==> config.mk <==
export PLATFORM = sky130hd
export DESIGN_NAME = hazard_ctrl
export DESIGN_NICKNAME = d
export VERILOG_FILES = /design/src/rtl/hazard_ctrl.sv
export SDC_FILE = /design/constraint.sdc
export NUM_CORES = 1
export LEC_CHECK = 0
export ABC_AREA = 1
export ABC_CLOCK_PERIOD_IN_PS = 1150
export CAP_MARGIN = 15
export CORE_ASPECT_RATIO = 0.9
export CORE_UTILIZATION = 27
export CTS_CLUSTER_SIZE = 12
export DETAILED_ROUTE_END_ITERATION = 16
export PLACE_DENSITY = 0.83
export SLEW_MARGIN = 25
export SYNTH_ARGS = -nofsm -noshare
export SYNTH_HDL_FRONTEND = slang
export SYNTH_SLANG_ARGS = --single-unit
==> constraint.sdc <==
create_clock -name clk -period 1.15 [get_ports clk]
set_clock_uncertainty 0.05 [all_clocks]
set_input_delay 0.1725 -clock clk [delete_from_list [all_inputs] [get_ports clk]]
set_output_delay 0.1725 -clock clk [all_outputs]
set_load 0.05 [all_outputs]
==> src/rtl/hazard_ctrl.sv <==
// Pipeline hazard controller: load-use stall, EX redirect flush and multi-cycle EX hold.
// Optional performance counters are built when HAZARD_PERF_CNT_EN is defined.
module hazard_ctrl #(
  parameter int unsigned CNT_W = 32
) (
  input  logic             clk,
  input  logic             rst_n,
  input  logic [4:0]       id_rs1_addr,
  input  logic [4:0]       id_rs2_addr,
  input  logic             id_uses_rs1,
  input  logic             id_uses_rs2,
  input  logic             ex_mem_read,
  input  logic [4:0]       ex_rd_addr,
  input  logic             ex_redirect,
  input  logic             ex_mc_start,
  input  logic             mc_done,
  output logic             pc_write,
  output logic             if_id_write,
  output logic             if_id_flush,
  output logic             id_ex_write,
  output logic             id_ex_flush,
  output logic             ex_mem_bubble,
  output logic [CNT_W-1:0] stall_cycles,
  output logic [CNT_W-1:0] flush_events
);

  typedef enum logic {
    RUN     = 1'b0,
    MC_WAIT = 1'b1
  } state_e;

  state_e state_q, state_d;
  logic   load_use_c;

  // Load in EX writes a register the ID instruction is about to read.
  assign load_use_c = ex_mem_read && (ex_rd_addr != 5'd0) &&
                      ((id_uses_rs1 && (id_rs1_addr == ex_rd_addr)) ||
                       (id_uses_rs2 && (id_rs2_addr == ex_rd_addr)));

  always_comb begin
    state_d       = state_q;
    pc_write      = 1'b1;
    if_id_write   = 1'b1;
    if_id_flush   = 1'b0;
    id_ex_write   = 1'b1;
    id_ex_flush   = 1'b0;
    ex_mem_bubble = 1'b0;
    case (state_q)
      RUN: begin
        if (ex_redirect) begin
          if_id_flush = 1'b1;
          id_ex_flush = 1'b1;
        end else if (ex_mc_start && mc_done) begin
          state_d = RUN;
        end else if (ex_mc_start) begin
          pc_write      = 1'b0;
          if_id_write   = 1'b0;
          id_ex_write   = 1'b0;
          ex_mem_bubble = 1'b1;
          state_d       = MC_WAIT;
        end else if (load_use_c) begin
          pc_write    = 1'b0;
          if_id_write = 1'b0;
          id_ex_flush = 1'b1;
        end
      end
      MC_WAIT: begin
        // Redirect, new starts and load-use are frozen behind the busy unit.
        if (mc_done) begin
          state_d = RUN;
        end else begin
          pc_write      = 1'b0;
          if_id_write   = 1'b0;
          id_ex_write   = 1'b0;
          ex_mem_bubble = 1'b1;
        end
      end
      default: state_d = RUN;
    endcase
  end

  always_ff @(posedge clk or negedge rst_n) begin
    if (!rst_n) state_q <= RUN;
    else        state_q <= state_d;
  end

`ifdef HAZARD_PERF_CNT_EN
  localparam logic [CNT_W-1:0] CNT_MAX = '1;

  logic [CNT_W-1:0] stall_cycles_q, stall_cycles_d;
  logic [CNT_W-1:0] flush_events_q, flush_events_d;

  // Saturating event counters.
  always_comb begin
    stall_cycles_d = stall_cycles_q;
    flush_events_d = flush_events_q;
    if (!pc_write && (stall_cycles_q != CNT_MAX))
      stall_cycles_d = stall_cycles_q + CNT_W'(1);
    if (if_id_flush && (flush_events_q != CNT_MAX))
      flush_events_d = flush_events_q + CNT_W'(1);
  end

  always_ff @(posedge clk or negedge rst_n) begin
    if (!rst_n) begin
      stall_cycles_q <= '0;
      flush_events_q <= '0;
    end else begin
      stall_cycles_q <= stall_cycles_d;
      flush_events_q <= flush_events_d;
    end
  end

  assign stall_cycles = stall_cycles_q;
  assign flush_events = flush_events_q;
`else
  assign stall_cycles = '0;
  assign flush_events = '0;
`endif

endmodule

---- Word-level counts from Yosys, hierarchy flattened ----
Cells that the tools add are included.
word-level totals
  flip-flop bits (word level) ............. 1
  output and inout port bits .............. 70
  word-level logic and storage cells ...... 33
cells by class
  eq/ne operators ......................... 2
  muxes and demuxes ....................... 22
  bitwise operators ....................... 1
  reductions and logical operators ........ 7
operator list
  operator             count
  $mux W1              19
  $eq A5 B5 Y1         2
  $pmux W1 S2          3
  $logic_and A1 B1 Y1  5
  $reduce_bool A5 Y1   1
  $logic_or A1 B1 Y1   1
  $not A1 Y1           1

---- Longest topological paths before layout ----
  depth in word-level cells ............... 9
  mapped depth ............................ 10

---- Least setup slack after synthesis ----
OpenSTA, ideal clock, no wires.
  path type ............................... register to output
  start ................................... register state_q
  end ..................................... output port id_ex_write
  data arrival time ....................... 2083 ps
  setup slack ............................. -1156 ps
  stages on the path, launching flop included .. 4
  buffers on the path ..................... 0
  path through ............................ dfrtp_1 nor2_1 nor2_1 inv_1
between the ends
  cells in the longest elaborated chain, start to end .. 2
RTL lines
  item                      RTL line  text
  start: declaration        32        state_e state_q, state_d;
  start signal: assignment  84        else state_q <= state_d;
  $not A1 Y1                n/a
  $pmux W1 S2 *             48        case (state_q)
  end: declaration          20        output logic id_ex_write,
Every way passes the cells marked *; elsewhere a longest branch is shown, timed or not.

---- Worst setup path in the final report ----
  start ................................... input port ex_rd_addr[4]
  end ..................................... output port pc_write
between the ends
  cells in the longest elaborated chain, start to end .. 9
RTL lines
  item                                    RTL line  text
  start: declaration                      13        input logic [4:0] ex_rd_addr,
  $eq A5 B5 Y1 (on tied branches)         37, 38
  $logic_and A1 B1 Y1 (on tied branches)  37, 38
  $logic_or A1 B1 Y1                      37        ((id_uses_rs1 && (id_rs1_addr == ex_rd_addr)) ||
  $logic_and A1 B1 Y1 *                   36        assign load_use_c = ex_mem_read && (ex_rd_addr != 5'd0) &&
  $mux W1 *                               61        end else if (load_use_c) begin
  $mux W1 *                               55        end else if (ex_mc_start) begin
  $mux W1 *                               53        end else if (ex_mc_start && mc_done) begin
  $mux W1 *                               50        if (ex_redirect) begin
  $pmux W1 S2 *                           48
  end: declaration                        17        output logic pc_write,
Marks and branches as above.

==> metrics.yaml <==
setup_path:
  critPathKind: "in2out"
  r2r_end: "state_q"
  cp.arrival_ns: 1.04
  reg2regPathDepth: 3
  ff2ff_setup_slack_ns: 0.20
  rr_startpoint: "state_q"
  cp.required_ns: 0.93
  crit_path_end_kind: "output pin"
  start_kind: "input port"
  startpoint: "ex_rd_addr[4]"
  crit_fanout: 3
sta:
  post-route-period-util_pct: 110
  fmax_mhz: 790
  setup_tns_ns: -0.369
  rsz0062_at_grt: "true"
  setup_slack_ns: -0.116
  fin_crit_ns: 1.27
  fin_hold_ws_ns: 0.271
  setup_viol: 5
  slew_viol_final: 0
  timing_hold_violations_final: 0
cells_and_area:
  fill_cells: 309
  drive_gt1_share_pct: 32.4
  finalNonFillerCells: 210
  post-route-util_pct: 38.8
  top_register: "state_q"
  finalNetCount: 195
  largest_reg_flops: 1
  reg.largest.list: "state_q x1"
  antenna_cells: 0
  area.growth.synth_to_final_pct: 34.7
placed_design:
  routabilityCongestion: 0.785
  io_buffers: 28
  place_inst: 210
  hpwl_mm: 1.24
floorplanning:
  rows: 18
  fp.dieW_um: 59.3
  dieArea_um2: 3170
  core_um2: 2770
  start_util_pct: 28.8
  fp.dieH_um: 53.5
  io_pins: 93
clocking:
  cts_setup_buffers: 0
  clk_latency_ns: 0
  path_clk_slew_ns: 0
detailed_routing:
  drc_errors: 0
  wire_per_inst_um: 6.60
  vias_per_cell: 3.16
  dr.pass1.iters: 3
  drtIter0Drc: 25
  dr_total_vias: 664
  detail_route.wirelength_mm: 1.39
  drtAntennaViolNets: 0
global_route:
  grt_pass1_wl_mm: 1.97
  grt_pass1_vias: 523
  grt_max_degree: 6
  grt.total_usage_pct: 7.72
  antenna_found_initial: 0
  grt-ovfl-total: 0
synthesis:
  synth_mux_area_share_pct: 0
  synth.area.top_cells: "buf_4, nand2_1, inv_1"
  ys_types: 10
  yosysWarnings: 0
  yosysTopAreaCell: "buf_4"
  synthAdderAreaFrac_pct: 0
  synth-simple-area-share_pct: 24.0
  synth_top_family_by_area: "buffers and inverters"
  synth-compound-area-share_pct: 1.26
  synth-seq-cells: 1
  ys_seq_area_share_pct: 3.14
  syn_avg_cell_area_um2: 5.73
  postSynthCellCount: 139
  synth_top_area_share_pct: 61.2
  synthXorXnorAreaFrac_pct: 0
  synth_area_um2: 797
worst_hold_path:
  hold_class: "in2async"
pwr:
  ir_drop_uv: 250
  p_leak_uw: 0.000662
  powerDensity_nw_per_um2: 777
run_status:
  violations: "setup timing"
  status: "finished, violations left"
run:
  max_cap_viol_count: 0
## routing by layer
metal / vias up / part of all wire, % / GRT usage [%]
met5: - / 0 / 0
met4: 0 / 0 / 0
met3: 0 / 9.3 / 0.721
met2: 38 / 58 / 16.5
met1: 288 / 33 / 8.60
li1: 338 / - / -
## layout by cell type (no fill, tap or decap)
master            n
a21oi_2           2
buf_12            6
buf_2             3
buf_4             1
buf_6            12
buf_8             5
clkbuf_2          1
clkdlybuf4s15_1   2
clkdlybuf4s50_1   1
conb_1           64
dfrtp_1           1
dlygate4sd2_1     2
inv_1            10
inv_2             7
inv_4             2
inv_6             2
nand2_1          23
nand2_2           9
nand2_4           1
nand3_1           4
nand4_1           1
nor2_1            7
nor2_2            2
nor2_4            2
## critical path: stages
cell and delay [ns]:
buf_8 0.09, inv_6 0.03, nand2_2 0.04, nand2_1 0.04, nor2_1 0.10, nand3_1 0.08, nand2_1 0.09, nand2_1 0.06
nand2_1 0.07, nand2_2 0.10, buf_12 0.16
## worst max-delay path by stage
| stage | cells past startpoint | end |
|---|---|---|
| after floorplan | 4 | pc_write |
| after global placement | 11 | if_id_write |
| after detailed placement | 11 | pc_write |
| after CTS | 10 | pc_write |
| after global routing | 10 | pc_write |
| final | 11 | pc_write |
## metrics by stage
| stage | total power, uW | cell area [um2] | setup slack (ns) |
|---|---|---|---|
| 3_5_place_dp | 798 | 998 | -0.565 |
| 6_report | 834 | 1070 | -0.116 |
| 3_3_place_gp | 794 | 998 | -0.564 |
| 4_1_cts | 807 | 1020 | -0.102 |
| 5_1_grt | 872 | 1070 | -0.194 |
| 2_1_floorplan | 799 | 1070 | -0.340 |
## cell usage after synthesis (all sizes together)
cell and number:
nand2 33, inv 21, buf 65, conb 1, nand3 4, dfrtp 1, nand4 1, nor2 11
a21oi 2
## report_power, final
| part | switching [uW] | internal (uW) | total [uW] |
|---|---|---|---|
| Combinational | 616 | 178 | 794 |
| Clock | 0 | 0 | 0 |
| Sequential | 1.95 | 38.0 | 39.9 |
## cells by family after synthesis
family                 after synthesis
and+or+nand+nor                     49
DFF                                  1
AOI/OAI and AO/OA                    2
buffers and inverters               86
other                                1
## cell type report
class                           instances  area, um2  share of cell area [%]
Inverter                               21       93.8                    8.74
Multi-Input combinational cell        115        499                    46.5
Tap cell                               40       50.0                    4.66
Timing Repair Buffer                   33        405                    37.8
Sequential cell                         1       25.0                    2.33
## what timing repair did
action | CTS | global route
setup endpoints to repair | 6 | 6
hold buffers | 0 | 0
gates resized for setup | 100 | 22
pin swaps | 31 | 25
Note: power is estimated with default switching activity, not from simulation.
